**src/rtl/countdown_timer_if.sv**
```systemverilog
// countdown_timer_if
// Groups the control and status signals of countdown_timer into one bundle.
// The clock (counter_clock) and reset (rst) stay plain ports on the module.
//
//   master : drives switch, load, load_value, auto_reload; observes status
//   slave  : the timer itself; observes controls, drives status
//
// Signals
//   switch       run enable level (1 = count, 0 = pause)
//   load         single-cycle load strobe
//   load_value   value captured on load, also kept as the reload value
//   auto_reload  1 = restart from the reload value on expiry
//   counter      current count (registered)
//   zero         counter == 0
//   done_pulse   one-cycle pulse on entering DONE
//   running      timer is in the RUN state
//
// WIDTH must match the WIDTH parameter of the countdown_timer it connects to.
interface countdown_timer_if #(
    parameter int WIDTH = 4
);
    logic             switch;
    logic             load;
    logic [WIDTH-1:0] load_value;
    logic             auto_reload;
    logic [WIDTH-1:0] counter;
    logic             zero;
    logic             done_pulse;
    logic             running;

    modport master (
        output switch, load, load_value, auto_reload,
        input  counter, zero, done_pulse, running
    );

    modport slave (
        input  switch, load, load_value, auto_reload,
        output counter, zero, done_pulse, running
    );
endinterface

```
**src/rtl/countdown_timer.sv**
```systemverilog
// countdown_timer
// Loadable down-counter with a prescaler, run/pause control, terminal-count
// detection and optional auto-reload. Counts from the loaded value toward
// zero, one step every PRESCALE cycles while running, and pulses done_pulse
// for one cycle when it reaches zero.
//
// Ports
//   counter_clock  single clock, all logic on its rising edge
//   rst            synchronous reset, active-low
//   bus            countdown_timer_if.slave (switch, load, load_value,
//                  auto_reload in; counter, zero, done_pulse, running out)
//
// Parameters
//   WIDTH            counter width in bits
//   PRESCALE         clock cycles per decrement tick (>= 1)
//   DEBOUNCE_CYCLES  stable-cycle count of the switch filter
//
// Build option
//   COUNTDOWN_DEBOUNCE_EN  when defined, switch goes through a 2-FF
//   synchronizer and a stability filter before reaching the state logic
//   (2 + DEBOUNCE_CYCLES cycles of run/pause latency). When undefined,
//   switch is used directly and DEBOUNCE_CYCLES has no effect.
module countdown_timer #(
    parameter int WIDTH           = 4,
    parameter int PRESCALE        = 1,
    parameter int DEBOUNCE_CYCLES = 4
) (
    input  logic                counter_clock,
    input  logic                rst,
    countdown_timer_if.slave    bus
);

    // One spare bit so the terminal comparison never overflows, even for
    // PRESCALE equal to a power of two.
    localparam int               PS_W    = $clog2(PRESCALE) + 1;
    localparam logic [PS_W-1:0]  PS_LAST = PS_W'(PRESCALE - 1);
    localparam logic [PS_W-1:0]  PS_ONE  = PS_W'(1);
    localparam logic [WIDTH-1:0] CNT_ONE = WIDTH'(1);

    typedef enum logic [1:0] {
        IDLE  = 2'd0,
        RUN   = 2'd1,
        PAUSE = 2'd2,
        DONE  = 2'd3
    } state_t;

    state_t           state_reg, state_next;
    logic [WIDTH-1:0] counter_reg, counter_next;
    logic [WIDTH-1:0] reload_reg, reload_next;
    logic [PS_W-1:0]  prescaler_reg, prescaler_next;
    logic             done_pulse_reg, done_pulse_next;
    logic             running_comb;
    logic             switch_eff;

    // Elaboration-time guard: both periods must be at least one cycle.
    // An illegal value leaves this block in place as a marker in the
    // elaborated hierarchy; legal values elaborate nothing.
    if (PRESCALE < 1 || DEBOUNCE_CYCLES < 1) begin : g_bad_params
    end

`ifdef COUNTDOWN_DEBOUNCE_EN
    localparam int              DB_W    = $clog2(DEBOUNCE_CYCLES) + 1;
    localparam logic [DB_W-1:0] DB_LAST = DB_W'(DEBOUNCE_CYCLES - 1);

    logic [1:0]      sync_reg;
    logic            switch_filt_reg;
    logic [DB_W-1:0] stable_cnt_reg;

    // The filtered level follows the synchronized switch only once the
    // synchronized value has disagreed with it for DEBOUNCE_CYCLES cycles
    // in a row; any return to agreement restarts the count.
    always_ff @(posedge counter_clock) begin
        if (!rst) begin
            sync_reg        <= 2'b00;
            switch_filt_reg <= 1'b0;
            stable_cnt_reg  <= '0;
        end else begin
            sync_reg <= {sync_reg[0], bus.switch};
            if (sync_reg[1] == switch_filt_reg) begin
                stable_cnt_reg <= '0;
            end else if (stable_cnt_reg == DB_LAST) begin
                switch_filt_reg <= sync_reg[1];
                stable_cnt_reg  <= '0;
            end else begin
                stable_cnt_reg <= stable_cnt_reg + DB_W'(1);
            end
        end
    end

    assign switch_eff = switch_filt_reg;
`else
    assign switch_eff = bus.switch;
`endif

    // State and datapath registers.
    always_ff @(posedge counter_clock) begin
        if (!rst) begin
            state_reg      <= IDLE;
            counter_reg    <= '1;
            reload_reg     <= '1;
            prescaler_reg  <= '0;
            done_pulse_reg <= 1'b0;
        end else begin
            state_reg      <= state_next;
            counter_reg    <= counter_next;
            reload_reg     <= reload_next;
            prescaler_reg  <= prescaler_next;
            done_pulse_reg <= done_pulse_next;
        end
    end

    // Next-state and datapath logic. A load takes precedence over anything
    // the current state would do, including a tick on the same edge.
    always_comb begin
        state_next      = state_reg;
        counter_next    = counter_reg;
        reload_next     = reload_reg;
        prescaler_next  = prescaler_reg;
        done_pulse_next = 1'b0;

        if (bus.load) begin
            counter_next   = bus.load_value;
            reload_next    = bus.load_value;
            prescaler_next = '0;
            if (bus.load_value == '0) begin
                // Loading zero expires immediately.
                state_next      = DONE;
                done_pulse_next = 1'b1;
            end else begin
                state_next = switch_eff ? RUN : PAUSE;
            end
        end else begin
            case (state_reg)
                IDLE: begin
                    if (switch_eff) state_next = RUN;
                end
                RUN: begin
                    if (!switch_eff) begin
                        // Pausing freezes the prescaler phase as well.
                        state_next = PAUSE;
                    end else if (prescaler_reg == PS_LAST) begin
                        prescaler_next = '0;
                        // Saturate at zero: a zero count never wraps.
                        if (counter_reg != '0) counter_next = counter_reg - CNT_ONE;
                        if (counter_reg == CNT_ONE) begin
                            state_next      = DONE;
                            done_pulse_next = 1'b1;
                        end
                    end else begin
                        prescaler_next = prescaler_reg + PS_ONE;
                    end
                end
                PAUSE: begin
                    if (switch_eff) state_next = RUN;
                end
                DONE: begin
                    // Without auto-reload DONE is sticky; switch is ignored.
                    if (bus.auto_reload) begin
                        counter_next   = reload_reg;
                        prescaler_next = '0;
                        state_next     = RUN;
                    end
                end
                default: state_next = IDLE;
            endcase
        end
    end

    // Output decode.
    always_comb begin
        running_comb = (state_reg == RUN);
    end

    assign bus.counter    = counter_reg;
    assign bus.zero       = (counter_reg == '0);
    assign bus.done_pulse = done_pulse_reg;
    assign bus.running    = running_comb;

endmodule

```
**src/flat_wrapper.sv**
```systemverilog
// flat-port wrapper written by rule: the top's interface ports become plain ports
module countdown_timer_flat 
#(
    parameter int WIDTH           = 4,
    parameter int PRESCALE        = 1,
    parameter int DEBOUNCE_CYCLES = 4
)
  (counter_clock, rst, bus_switch, bus_load, bus_load_value, bus_auto_reload, bus_counter, bus_zero, bus_done_pulse, bus_running);
  countdown_timer_if #(.WIDTH(WIDTH)) bus_i ();
  input  logic counter_clock;
  input  logic rst;
  input wire logic [$bits(bus_i.switch)-1:0] bus_switch;
  input wire logic [$bits(bus_i.load)-1:0] bus_load;
  input wire logic [$bits(bus_i.load_value)-1:0] bus_load_value;
  input wire logic [$bits(bus_i.auto_reload)-1:0] bus_auto_reload;
  output wire logic [$bits(bus_i.counter)-1:0] bus_counter;
  output wire logic [$bits(bus_i.zero)-1:0] bus_zero;
  output wire logic [$bits(bus_i.done_pulse)-1:0] bus_done_pulse;
  output wire logic [$bits(bus_i.running)-1:0] bus_running;
  assign bus_i.switch = bus_switch;
  assign bus_i.load = bus_load;
  assign bus_i.load_value = bus_load_value;
  assign bus_i.auto_reload = bus_auto_reload;
  assign bus_counter = bus_i.counter;
  assign bus_zero = bus_i.zero;
  assign bus_done_pulse = bus_i.done_pulse;
  assign bus_running = bus_i.running;
  countdown_timer #(.WIDTH(WIDTH), .PRESCALE(PRESCALE), .DEBOUNCE_CYCLES(DEBOUNCE_CYCLES)) u_core (.counter_clock(counter_clock), .rst(rst), .bus(bus_i));
endmodule
```
**config.mk**
```make
export PLATFORM = sky130hd
export DESIGN_NAME = countdown_timer_flat
export DESIGN_NICKNAME = d
export VERILOG_FILES = /design/src/rtl/countdown_timer_if.sv /design/src/rtl/countdown_timer.sv /design/src/flat_wrapper.sv
export SDC_FILE = /design/constraint.sdc
export NUM_CORES = 1
export LEC_CHECK = 0
export ABC_CLOCK_PERIOD_IN_PS = 1300
export BUFFER_PORTS_ARGS = -buffer_cell sky130_fd_sc_hd__buf_4
export CAP_MARGIN = 20
export CORE_MARGIN = 4
export CORE_UTILIZATION = 45
export CTS_CLUSTER_SIZE = 40
export DETAILED_ROUTE_END_ITERATION = 6
export GPL_TIMING_DRIVEN = 0
export PLACE_DENSITY = 0.72
export SYNTH_ARGS = -nofsm -noshare
export SYNTH_HDL_FRONTEND = slang
export SYNTH_SLANG_ARGS = --single-unit
```
**constraint.sdc**
```tcl
create_clock -name counter_clock -period 1.3 [get_ports counter_clock]
set_input_delay 0.26 -clock counter_clock [delete_from_list [all_inputs] [get_ports counter_clock]]
set_output_delay 0.26 -clock counter_clock [all_outputs]
set_load 0.03 [all_outputs]
```
==> results of run 1 <==
==> layer usage <==
layer  vias up  part of all wire, %  GRT usage [%]
met5         -                    0              0
met4         0                  1.4          10.23
met3         4                  5.3          2.767
met2        13                   51          29.40
met1       320                   42          21.41
li1        335                    -              -
==> cells in the mapped netlist (all sizes together), types with 2 or more instances <==
library cell | n | area [um^2]
a21oi | 5 | 25.02
buf | 4 | 25.02
nor3 | 2 | 10.01
nand2 | 10 | 37.54
nor2 | 5 | 18.77
xor2 | 2 | 17.52
nand3 | 3 | 15.01
dfxtp | 11 | 220.2
a31oi | 3 | 18.77
inv | 5 | 18.76
ha | 2 | 25.02
nor3b | 2 | 25.02
o21ai | 5 | 28.78
==> how the worst max path moves through the flow <==
stage | cells after the start | end | slack [ps]
detailed placement | 6 | u_core.bus.counter[1] | -150
global placement | 6 | u_core.bus.counter[1] | -140
CTS | 7 | u_core.bus.counter[1] | -160
global route | 8 | u_core.bus.counter[3] | -230
finish | 6 | u_core.state_reg[1] | -180
floorplan | 5 | u_core.bus.counter[1] | -170
==> stage by stage <==
step	std cells	cell area [um^2]	utilization, %	power, mW	hold WS, ps
floorplan	76	676.9	-	0.5436	399.8
global placement	106	808.3	60.60	0.6166	456.0
global route	119	930.9	69.79	0.9445	262.9
finish	119	930.9	69.79	0.9035	242.5
CTS	118	922.1	69.14	0.9059	238.6
detailed placement	106	808.3	60.60	0.6203	462.6
==> area by class of cell <==
cell class,count,area [um^2],share of cell area (%)
Clock buffer,4,26.28,2.823
Timing Repair Buffer,24,191.4,20.56
Sequential cell,11,230.2,24.73
Inverter,5,23.77,2.554
Tap cell,15,18.77,2.016
Buffer,4,28.78,3.091
Multi-Input combinational cell,56,411.6,44.22
==> power by group <==
part           switching [mW]  internal [mW]  total, mW
Combinational           0.138          0.130      0.269
Sequential             0.0270          0.364      0.391
Clock                   0.125          0.119      0.244
==> kinds of logic after synthesis <==
group                      after synthesis  share of synthesized area (%)
AOI/OAI and AO/OA                       23                          25.68
xor gates and xnor gates                 2                          2.703
adders and majority gates                2                          3.860
buffers and inverters                    9                          6.755
DFF                                     11                          33.98
muxes                                    1                          1.544
and+or+nand+nor                         28                          25.48
==> cell usage in the layout (no fill, tap or decap), drive strengths merged, types with 2 or more instances in the layout <==
cell type,netlist,routed
a21oi,5,5
a31oi,3,3
buf,4,28
clkbuf,0,4
dfxtp,11,11
ha,2,2
inv,5,5
nand2,10,10
nand3,3,3
nor2,5,5
nor3,2,2
nor3b,2,2
o21ai,5,5
xor2,2,2
==> critical path, delay by kind of cell (launching register included) <==
| family | cells | cell delay, ps |
|---|---|---|
| muxes | 1 | 140 |
| AOI/OAI and AO/OA | 2 | 370 |
| and+or+nand+nor | 1 | 170 |
| adders and majority gates | 1 | 190 |
| buffers and inverters | 1 | 140 |
| DFF | 1 | 360 |
==> repair_timing <==
action,4_1_cts,5_1_grt
endpoints found under the setup margin,7,9
setup buffers,8,1
resized for setup,8,1
pin swaps,2,2
cloned,0,0
==> flow_summary.yaml, run 1 <==
global_routing:
  grt_usage_pct: 17.80
  grt_pass1_wl_mm: 2.622
  antenna_found_initial: 0
  grt_max_degree: 11
  grt_remaining_overflow: 0
  grt_pass1_vias: 614
power_and_ir_drop:
  power_leakage_nw: 0.4084
  vdd_drop_max_uv: 731.5
  p_per_area_mw_per_mm2: 970.6
floorplan:
  rows: 13
  dieArea_mm2: 0.002111
  die_h_um: 45.95
  start_util_pct: 48.59
  fp.coreArea_mm2: 0.001334
  ioPinCount: 16
  die_w_um: 45.95
timing:
  drv_slew: 0
  finClkSkew_ps: 1.140
  fin_tns_setup_ps: -840.2
  min_period_ps: 1477
  hold_viol: 0
  slew_headroom_pct: 81.27
  tightest_slew_ps: 279.6
  fin_ws_ps: -176.6
  rsz0062_at_grt: "true"
  finalCritPeriodShare_pct: 113.6
  max_freq_mhz: 677.2
  setup_viol: 8
status:
  status: "finished, violations left"
  violations: "negative setup slack"
drt:
  drc: 0
  wire_per_inst_um: 14.00
  drtIter0Drc: 5
  vias: 672
  wl_mm: 1.666
  vias_per_cell: 5.647
  dr.pass1.iters: 4
  ant_nets: 0
synth:
  synthArstFlopShare_pct: 0
  avgSynthCellArea_um2: 8.528
  ys_seq_elements: 11
  yosys_warnings: 0
  ys_seq_area_share_pct: 33.98
  synth_ff_type: "dfxtp_1"
  synth.distinct_cells: 34
  synthCells: 76
  synthesis.area_um2: 648.1
  synth-edff-count: 0
  syn-num-nets: 87
setup_path:
  rrSetupSlack_ps: -180
  reg2reg_to: "u_core.state_reg[1]"
  path_max_fanout: 3
  required_ps: 1470
  crit_slowest_cell: "dfxtp_4"
  cp-startpoint: "u_core.bus.counter[0]"
  worst_ep_arrival_time_ps: 1640
  critPathMaxStageDelay_ps: 360
  crit_chain: "buf_4 > ha_1 > nor3b_2 > o311ai_2 > o211ai_1 > mux2i_1"
  ff2ff_path_depth: 6
  worst_setup_path_end_kind: "flop"
  critical_path_class: "reg2reg"
  rr_startpoint: "u_core.bus.counter[0]"
  start_kind: "flop"
clocking:
  root_buffer: "clkbuf_4"
  cts_tree: "yes"
  path_clk_slew_ps: 70
  hold_buffers: 0
  cts_buffers: 3
  clock_path_buffers: 2
  htreeDepth: 1
  cts.sink_count: 11
  clk_latency_ps: 270
place:
  dp_hpwl_mm: 1.151
  place_congestion: 0.8456
  place.port_buffers: 15
  dpl_worst_slack_ps: -147.6
worst_hold_path:
  min_to: "u_core.reload_reg[3]"
  hp-start: "bus_load_value[3]"
  holdPathStages: 3
  min_path_type: "in2reg"
layout:
  fin_nets: 116
  n_fill_cell: 111
  antenna_cells: 0
  drive_gt1_share_pct: 43.27
  area_delta_synth_final_pct: 43.63
job:
  drv_cap: 0
Note: power is estimated with default switching activity, not from simulation.
==> run 2: changes to the inputs <==
CORE_UTILIZATION = 31   (was 45)
PLACE_DENSITY = not set   (was 0.72)
==> run 2 against run 1 <==
Largest power group unchanged. Fmax shrank 0.41%. The run still ends with negative setup slack left. Largest cell class unchanged. Die area grew 37%. Critical path type is now reg2out. Clock-buffer cell count is the same.
==> flow_summary.yaml, run 2 (synthesis gave the netlist of run 1 again) <==
status:
  status: "finished, violations left"
  violations: "negative setup slack"
floorplan:
  ioPinCount: 16
  die_h_um: 53.73
  die_w_um: 53.73
  dieArea_mm2: 0.002886
  fp.coreArea_mm2: 0.001982
  start_util_pct: 32.70
  rows: 16
timing:
  hold_viol: 0
  min_period_ps: 1483
  max_freq_mhz: 674.5
  setup_viol: 5
  slew_headroom_pct: 80.35
  drv_slew: 0
  tightest_slew_ps: 293.4
  rsz0062_at_grt: "true"
  fin_tns_setup_ps: -403.9
  finClkSkew_ps: 6.875
  fin_ws_ps: -182.6
  finalCritPeriodShare_pct: 114.0
  whs_ps: 246.5
place:
  placed_cells: 118
  dp_hpwl_mm: 1.156
  dpl_worst_slack_ps: -153.3
  place.port_buffers: 15
  place_area_um2: 823.3
  place_congestion: 0.7551
clocking:
  clk_latency_ps: 270
  cts.sink_count: 11
  clock_path_buffers: 2
  cts_buffers: 3
  htreeDepth: 1
  path_clk_slew_ps: 70
  cts_tree: "yes"
  root_buffer: "clkbuf_4"
drt:
  wl_mm: 1.593
  wire_per_inst_um: 12.35
  vias_per_cell: 4.984
  ant_nets: 0
  drtIter0Drc: 15
  dr.pass1.iters: 4
  vias: 643
  drc: 0
power_and_ir_drop:
  power_leakage_nw: 0.4025
  vdd_drop_max_uv: 467.3
  p_per_area_mw_per_mm2: 948.5
  power_uw: 899.6
layout:
  fin_cells: 129
  fin_nets: 114
  layout_commonest_cell: "buf_4"
  final_util_pct: 47.85
  n_fill_cell: 198
  antenna_cells: 0
  area_delta_synth_final_pct: 46.33
  drive_gt1_share_pct: 43.14
  layout_common_cells: "buf_4 (20), nand2_1 (10), dfxtp_1 (7)"
  design_area_um2: 948.4
global_routing:
  grt_pass1_vias: 640
  grt_remaining_overflow: 0
  grt_pass1_wl_mm: 2.704
  antenna_found_initial: 0
  grt_max_degree: 11
  grt_usage_pct: 12.78
setup_path:
  worst_ep_arrival_time_ps: 1220
  worst_setup_path_end_kind: "primary output"
  required_ps: 1040
  ff2ff_path_depth: 6
  path_max_fanout: 4
  start_kind: "flop"
  critical_path_class: "reg2out"
job:
  drv_cap: 0
worst_hold_path:
  holdPathStages: 3
  min_path_type: "in2reg"
==> run 2: layer usage <==
metal	up-vias	wire, um	GRT usage (%)	part of all wire (%)
met4	0	14	7.660	0.88
met3	2	86	1.662	5.4
li1	326	-	-	-
met5	-	0	0	0
met1	300	783	18.09	49
met2	15	707	18.15	44
==> run 2: repair_timing <==
action,in CTS,in global routing
hold endpoints to repair,0,0
hold buffers,0,0
gates resized for setup,5,4
buffers inserted,6,1
pin swaps,1,1
endpoints found under the setup margin,7,8
==> run 2: area by class of cell <==
type	count	area [um^2]	share of cell area [%]
sequential	11	230.2	24.27
timing repair buffer	22	185.2	19.53
inverter	5	23.77	2.507
clock buffer	4	26.28	2.770
multi-input combinational	56	420.4	44.33
buffer	4	28.78	3.034
tap	27	33.78	3.562
==> run 2: worst max-delay path, cell delays in order, from the launching register on <==
cell and delay (ps):
dfxtp_4 370, inv_4 60, ha_4 120, nor3b_4 250, buf_6 170
==> run 2: worst paths after layout <==
path	startpoint	to	slack, ps
hold reg to reg	u_core.reload_reg[2]	u_core.reload_reg[2]	480
setup / recovery	u_core.bus.counter[0]	bus_zero	-180
hold / removal	bus_load_value[1]	u_core.reload_reg[1]	250
setup reg to reg	u_core.bus.counter[0]	u_core.bus.counter[1]	-100
==> run 2: power breakdown <==
group / internal, mW / leakage (nW) / switching [mW] / total, mW
Sequential: 0.364 / 0.0913 / 0.0281 / 0.392
Clock: 0.119 / 0.0150 / 0.127 / 0.245
Combinational: 0.126 / 0.296 / 0.136 / 0.263
Total: 0.609 / 0.403 / 0.291 / 0.900
